**src/rtl/rtc_multi_divider.sv**
```systemverilog
// rtl/rtc_multi_divider.sv - multi-channel programmable square-wave divider with shadowed divisors
// Each channel counts half-periods of sys_clk; divisor updates are deferred to the next toggle.
module rtc_multi_divider #(
  parameter int NUM_CH = 2,
  parameter int CNT_W  = 24,
  parameter logic [NUM_CH*CNT_W-1:0] DEF_HALF = {24'd2500000, 24'd1000}
) (
  input  logic              sys_clk,
  input  logic              rst_n,
  input  logic [NUM_CH-1:0] ch_en,
  input  logic              resync,
  input  logic              wr_en,
  input  logic [2:0]        wr_ch,
  input  logic [CNT_W-1:0]  wr_half,
  output logic [NUM_CH-1:0] clk_out,
  output logic [NUM_CH-1:0] tick
);

  localparam logic [CNT_W-1:0] ONE = {{(CNT_W-1){1'b0}}, 1'b1};

  logic [CNT_W-1:0] half_sh  [NUM_CH];
  logic [CNT_W-1:0] half_act [NUM_CH];
  logic [CNT_W-1:0] cnt      [NUM_CH];
  logic [CNT_W-1:0] sh_next  [NUM_CH];
  logic [NUM_CH-1:0] running;
  logic [NUM_CH-1:0] at_end;

  always_comb begin
    for (int ch = 0; ch < NUM_CH; ch++) begin
      sh_next[ch] = half_sh[ch];
      if (wr_en && (wr_ch == 3'(ch)))
        sh_next[ch] = wr_half;
      running[ch] = ch_en[ch] && (half_act[ch] != '0);
      at_end[ch]  = (cnt[ch] == (half_act[ch] - ONE));
    end
  end

  always_ff @(posedge sys_clk) begin
    for (int ch = 0; ch < NUM_CH; ch++) begin
      if (!rst_n) begin
        half_sh[ch]  <= DEF_HALF[ch*CNT_W +: CNT_W];
        half_act[ch] <= DEF_HALF[ch*CNT_W +: CNT_W];
        cnt[ch]      <= '0;
        clk_out[ch]  <= 1'b0;
        tick[ch]     <= 1'b0;
      end else begin
        half_sh[ch] <= sh_next[ch];
        if (resync || !running[ch]) begin
          // Stopped or resynced channels track the shadow so a restart uses the newest divisor.
          half_act[ch] <= sh_next[ch];
          cnt[ch]      <= '0;
          clk_out[ch]  <= 1'b0;
          tick[ch]     <= 1'b0;
        end else if (at_end[ch]) begin
          cnt[ch]      <= '0;
          half_act[ch] <= half_sh[ch];
          // A zero divisor parks the output low instead of producing a final rise.
          if (half_sh[ch] == '0) begin
            clk_out[ch] <= 1'b0;
            tick[ch]    <= 1'b0;
          end else begin
            clk_out[ch] <= ~clk_out[ch];
            tick[ch]    <= ~clk_out[ch];
          end
        end else begin
          cnt[ch]  <= cnt[ch] + ONE;
          tick[ch] <= 1'b0;
        end
      end
    end
  end

endmodule
```
**config.mk**
```make
export PLATFORM = sky130hd
export DESIGN_NAME = rtc_multi_divider
export DESIGN_NICKNAME = d
export VERILOG_FILES = /design/src/rtl/rtc_multi_divider.sv
export SDC_FILE = /design/constraint.sdc
export NUM_CORES = 1
export LEC_CHECK = 0
export ABC_AREA = 1
export CORE_ASPECT_RATIO = 0.8
export CORE_UTILIZATION = 50
export DETAILED_ROUTE_END_ITERATION = 8
export MAX_ROUTING_LAYER = met4
export PLACE_DENSITY = 0.68
export SETUP_SLACK_MARGIN = 0.4
export SYNTH_ARGS = -nofsm -noshare
export SYNTH_HDL_FRONTEND = slang
export SYNTH_SLANG_ARGS = --single-unit
```
**constraint.sdc**
```tcl
create_clock -name sys_clk -period 4.6 [get_ports sys_clk]
set_clock_uncertainty 0.15 [all_clocks]
set_input_delay 0.46 -clock sys_clk [delete_from_list [all_inputs] [get_ports sys_clk]]
set_output_delay 0.46 -clock sys_clk [all_outputs]
set_load 0.02 [all_outputs]
```
Yosys cells after proc, flatten, opt, wreduce, memory -nomap -nowiden
Memories as Yosys holds them, arrays and structs flattened.
Index checks and enable logic that the tools add are counted.

storage, ports and cells
  register bits after elaboration = 4
  memory bits (writable) = 144
  input bits = 33
  output and inout port bits = 4
  word-level logic and storage cells = 88
  memories kept = 3

cells by class
  add/sub/neg operators = 4
  eq/ne operators = 3
  mux-type cells = 40
  bitwise operators = 17
  reductions and logical operators = 17

memory list
  memory    depth  bits a word  read ports  clocked after Yosys merged registers in  write ports  RTL line  RTL
  cnt       2      24           2           0                                        2            23        logic [CNT_W-1:0] cnt [NUM_CH];
  half_act  2      24           2           0                                        2            22        logic [CNT_W-1:0] half_act [NUM_CH];
  half_sh   2      24           2           0                                        2            21        logic [CNT_W-1:0] half_sh [NUM_CH];

operators by type and width
  kind                                                 number
  2-to-1 mux 24 bit                                    14
  adder 24 x 1 -> 24 bit (second input constant)       2
  == test 24 bit                                       2
  logical NOT 24 bit                                   2
  nonzero test 24 bit                                  2
  subtractor 24 x 1 -> 24 bit (second input constant)  2
  2-to-1 mux 1 bit                                     26
  OR 1 bit                                             12
  OR reduction 3 bit                                   2
  NOT 1 bit                                            5
  logical AND 1 bit                                    4
  OR reduction 2 bit                                   2
  == test 3 x 1 -> 1 bit (second input constant)       1
  logical NOT 3 bit                                    1
  logical NOT 1 bit                                    2
  logical OR 1 bit                                     2

Longest topological paths before layout
  word-level depth = 10
  gate-level depth with buffers = 17
  gate-level depth less buffers = 16

Least setup slack after synthesis
No wires, ideal clock.

  kind = register -> register
  start point = memory half_act[1][0]
  end point = memory half_act[1][0], enable pin
  library setup time = 0.373 ns
  data arrival time = 2.225 ns
  required time = 4.077 ns
  path slack = 1.853 ns
  stages on the path, launching flop included = 14
  buffers on the path = 1
  clock period less this slack = 2.747 ns
  path through = edfxtp_1 -> inv_2 -> ha_1 -> nand2_2 -> nor2_1 -> nand3_1 -> nand2_1 -> nand2_1 -> nand2_1 -> nand3_1 -> nor2_4 -> nand3_4 -> nand2_2 -> buf_2

RTL lines
  what         RTL line
  from (decl)  22

==> results.py <==
metrics = {
    "drt": {
        "num_vias": 7682,
        "antenna_left": 0,
        "via_per_inst": 5.20,
        "drc": 0,
        "wire_per_inst_um": 15.0,
        "first_pass_iters": 5,
        "routed_wl_um": 22100,
        "drt_iter0_markers": 622,
    },
    "final_layout": {
        "nFillCells": 1584,
        "layout-drive-gt1-share_pct": 8.47,
        "final_common_cell": "nand2_1",
        "mostFrequentLayoutCells": "nand2_1 (257), nor2_1 (204), inv_1 (113), edfxtp_1 (96), nand3_1 (71)",
        "antennaDiodeCount": 0,
        "final_nets": 1276,
        "utilization_pct": 59.3,
        "area_growth_pct": 15.1,
    },
    "floorplan": {
        "fp.coreArea_mm2": 0.0174,
        "die_w_um": 152,
        "start_util_pct": 51.5,
        "die-area_mm2": 0.0185,
        "die_h_um": 122,
        "io_pins": 37,
        "num_rows": 43,
    },
    "flow_run": {
        "cap_violations": 0,
    },
    "sta": {
        "final_hold_viol_count": 0,
        "fin_tns_setup_ns": 0,
        "finalCritPeriodShare_pct": 70.0,
        "slew_violations": 0,
        "worst_pin_slew_ns": 0.655,
        "slew_headroom_pct": 56.2,
        "fin_crit_ns": 3.22,
        "setup_viol": 0,
        "rsz0062_at_grt": "no",
        "fmax_mhz": 311,
    },
    "clocking": {
        "cts_made_buffers": 17,
        "numClockSinks": 148,
        "clk_latency_ns": 0.43,
        "clk_pin_slew_ns": 0.07,
        "cts_resized": 0,
        "cts_setup_buffers": 0,
        "cts_buffer_depth": 2,
        "cts_tree": "built",
        "hold_buffers": 0,
        "clockRootBuffer": "clkbuf_16",
        "htree_levels": 4,
    },
    "placement": {
        "gp_congestion": 0.934,
        "port_buffers": 36,
        "hpwl_um": 17200,
    },
    "critical_path": {
        "critPathLaunchType": "register",
        "arrival_ns": 3.28,
        "crit_fanout": 26,
        "worst-path-buf-inv": 2,
        "cp_slowest_cell": "o21ai_0",
        "path_delay_family": "simple AND/OR/NAND/NOR gates",
        "reg2regPathDepth": 14,
        "critPathMaxStageDelay_ns": 0.46,
        "r2r-start": "half_act[0][0]",
        "crit_type": "reg2reg",
        "setup.worst_path.end_class": "register",
        "crit_required_ns": 4.66,
        "worstPathCellList": "inv_1, ha_1, nand3_1, inv_1, nand2_1, nand2_1, o21ai_0, nor2_1, nand2_1, nor2_1, nand2_1, nor2_1, nand3_2, o21ai_0",
        "cp.depth": 14,
        "crit_start": "half_act[0][0]",
        "cpMostUsedCell": "nand2_1",
    },
    "power_and_ir_drop": {
        "ir_worst_vdd_uv": 278,
        "powerDensity_mw_per_mm2": 318,
        "leakagePower_uw": 0.00449,
    },
    "hold_path": {
        "hold_depth": 2,
        "hold_path_class": "reg2reg",
        "worstHoldStart": "half_sh[0][14]",
    },
    "status": {
        "status": "complete, no violations",
    },
    "logic_synthesis": {
        "yosysWarnings": 0,
        "ys_seq_area_share_pct": 43.7,
        "synthTopCellsByArea": "edfxtp_1 (32%), dfxtp_1 (12%), nand2_1 (11%), nor2_1 (8.5%), inv_1 (4.7%)",
        "postSynthCellCount": 1157,
        "synthFlopType": "edfxtp_1",
        "synth-seq-cells": 148,
        "syn_area_mm2": 0.00898,
        "yosys.area.top_type": "edfxtp_1",
        "yosysTopAreaCellShare_pct": 32.1,
        "synth_cell_types": 44,
        "synth_edf_count": 96,
        "synth.avg_cell_area_um2": 7.76,
        "async_flop_share_pct": 0,
    },
    "global_routing": {
        "grt.overflow.total": 0,
        "grt_max_degree": 47,
        "antenna_found_initial": 0,
        "grt_pass1_vias": 7005,
        "grt_use_total_pct": 26.0,
        "grt_pass1_wl_um": 36400,
    },
}
synthesized netlist by cell type, drive strengths merged, types with 7 or more instances:
cell type and number:
nand3 78, nor3 10, xnor2 24, xor2 48
nand3b 9, edfxtp 96, buf 13, nand2 263
nand4 35, nor2 229, or2 22, mux2i 16
dfxtp 52, nor4 11, o21ai 62, nor3b 7
a21oi 31, inv 116, clkbuf 15
state kept, by name (all words and copies together), names as in the netlist:
signal    flops
half_sh      48
tick          2
clk_out       2
half_act     48
cnt          48
kinds of logic after synthesis:
logic type,synth area share [%]
XOR/XNOR,7.52
multiplexers,1.78
buffers and inverters,6.41
AO/OA/AOI/OAI,5.98
AND/OR/NAND/NOR,34.0
adder cells (fa/ha/maj),0.557
other,0.0417
flip-flops,43.7
worst min-delay path: stages (launching register included):
cell and delay (ns):
dfxtp_1 0.30, inv_1 0.07, a21oi_1 0.08
routing by layer:
| metal | wire (um) | share of wire (%) | track usage (%) |
|---|---|---|---|
| met1 | 11500 | 52 | 40.1 |
| met2 | 9020 | 41 | 35.4 |
| met3 | 1520 | 6.9 | 4.13 |
| met4 | 139 | 0.63 | 5.06 |
| met5 | 0 | 0 | - |
final cells by class:
type                       count  area (um^2)  share of cell area (%)
clock buffer                  18          439                    4.25
clock inverter                14          155                    1.50
inverter                     116          435                    4.21
multi-input combinational    912         4670                    45.2
sequential                   148         3920                    38.0
tap                          225          282                    2.72
timing repair buffer          44          433                    4.19
final timing paths:
check	end	slack (ns)
min reg2reg	half_sh[0][14]	0.34
max reg2reg	half_act[0][1]	1.38
min	half_sh[0][14]	0.34
max	half_act[0][1]	1.38
where the power goes:
part           switching (uW)  internal [uW]  total (uW)
Combinational             205            133         338
Clock                     630            786        1420
Sequential               66.0           1470        1540
per-stage QoR:
stage	total power [uW]	cell area [um^2]	cells	hold slack (ns)	setup WS, ns
finish	3290	10300	1477	0.338	1.38
global route	3420	10300	1477	0.356	1.06
CTS	3300	10300	1477	0.337	1.47
detailed placement	1900	9740	1445	0.324	1.48
global placement	1890	9740	1445	0.318	1.50
floorplan	1780	9160	1204	0.303	1.85
(Power assumes the default switching activity.)
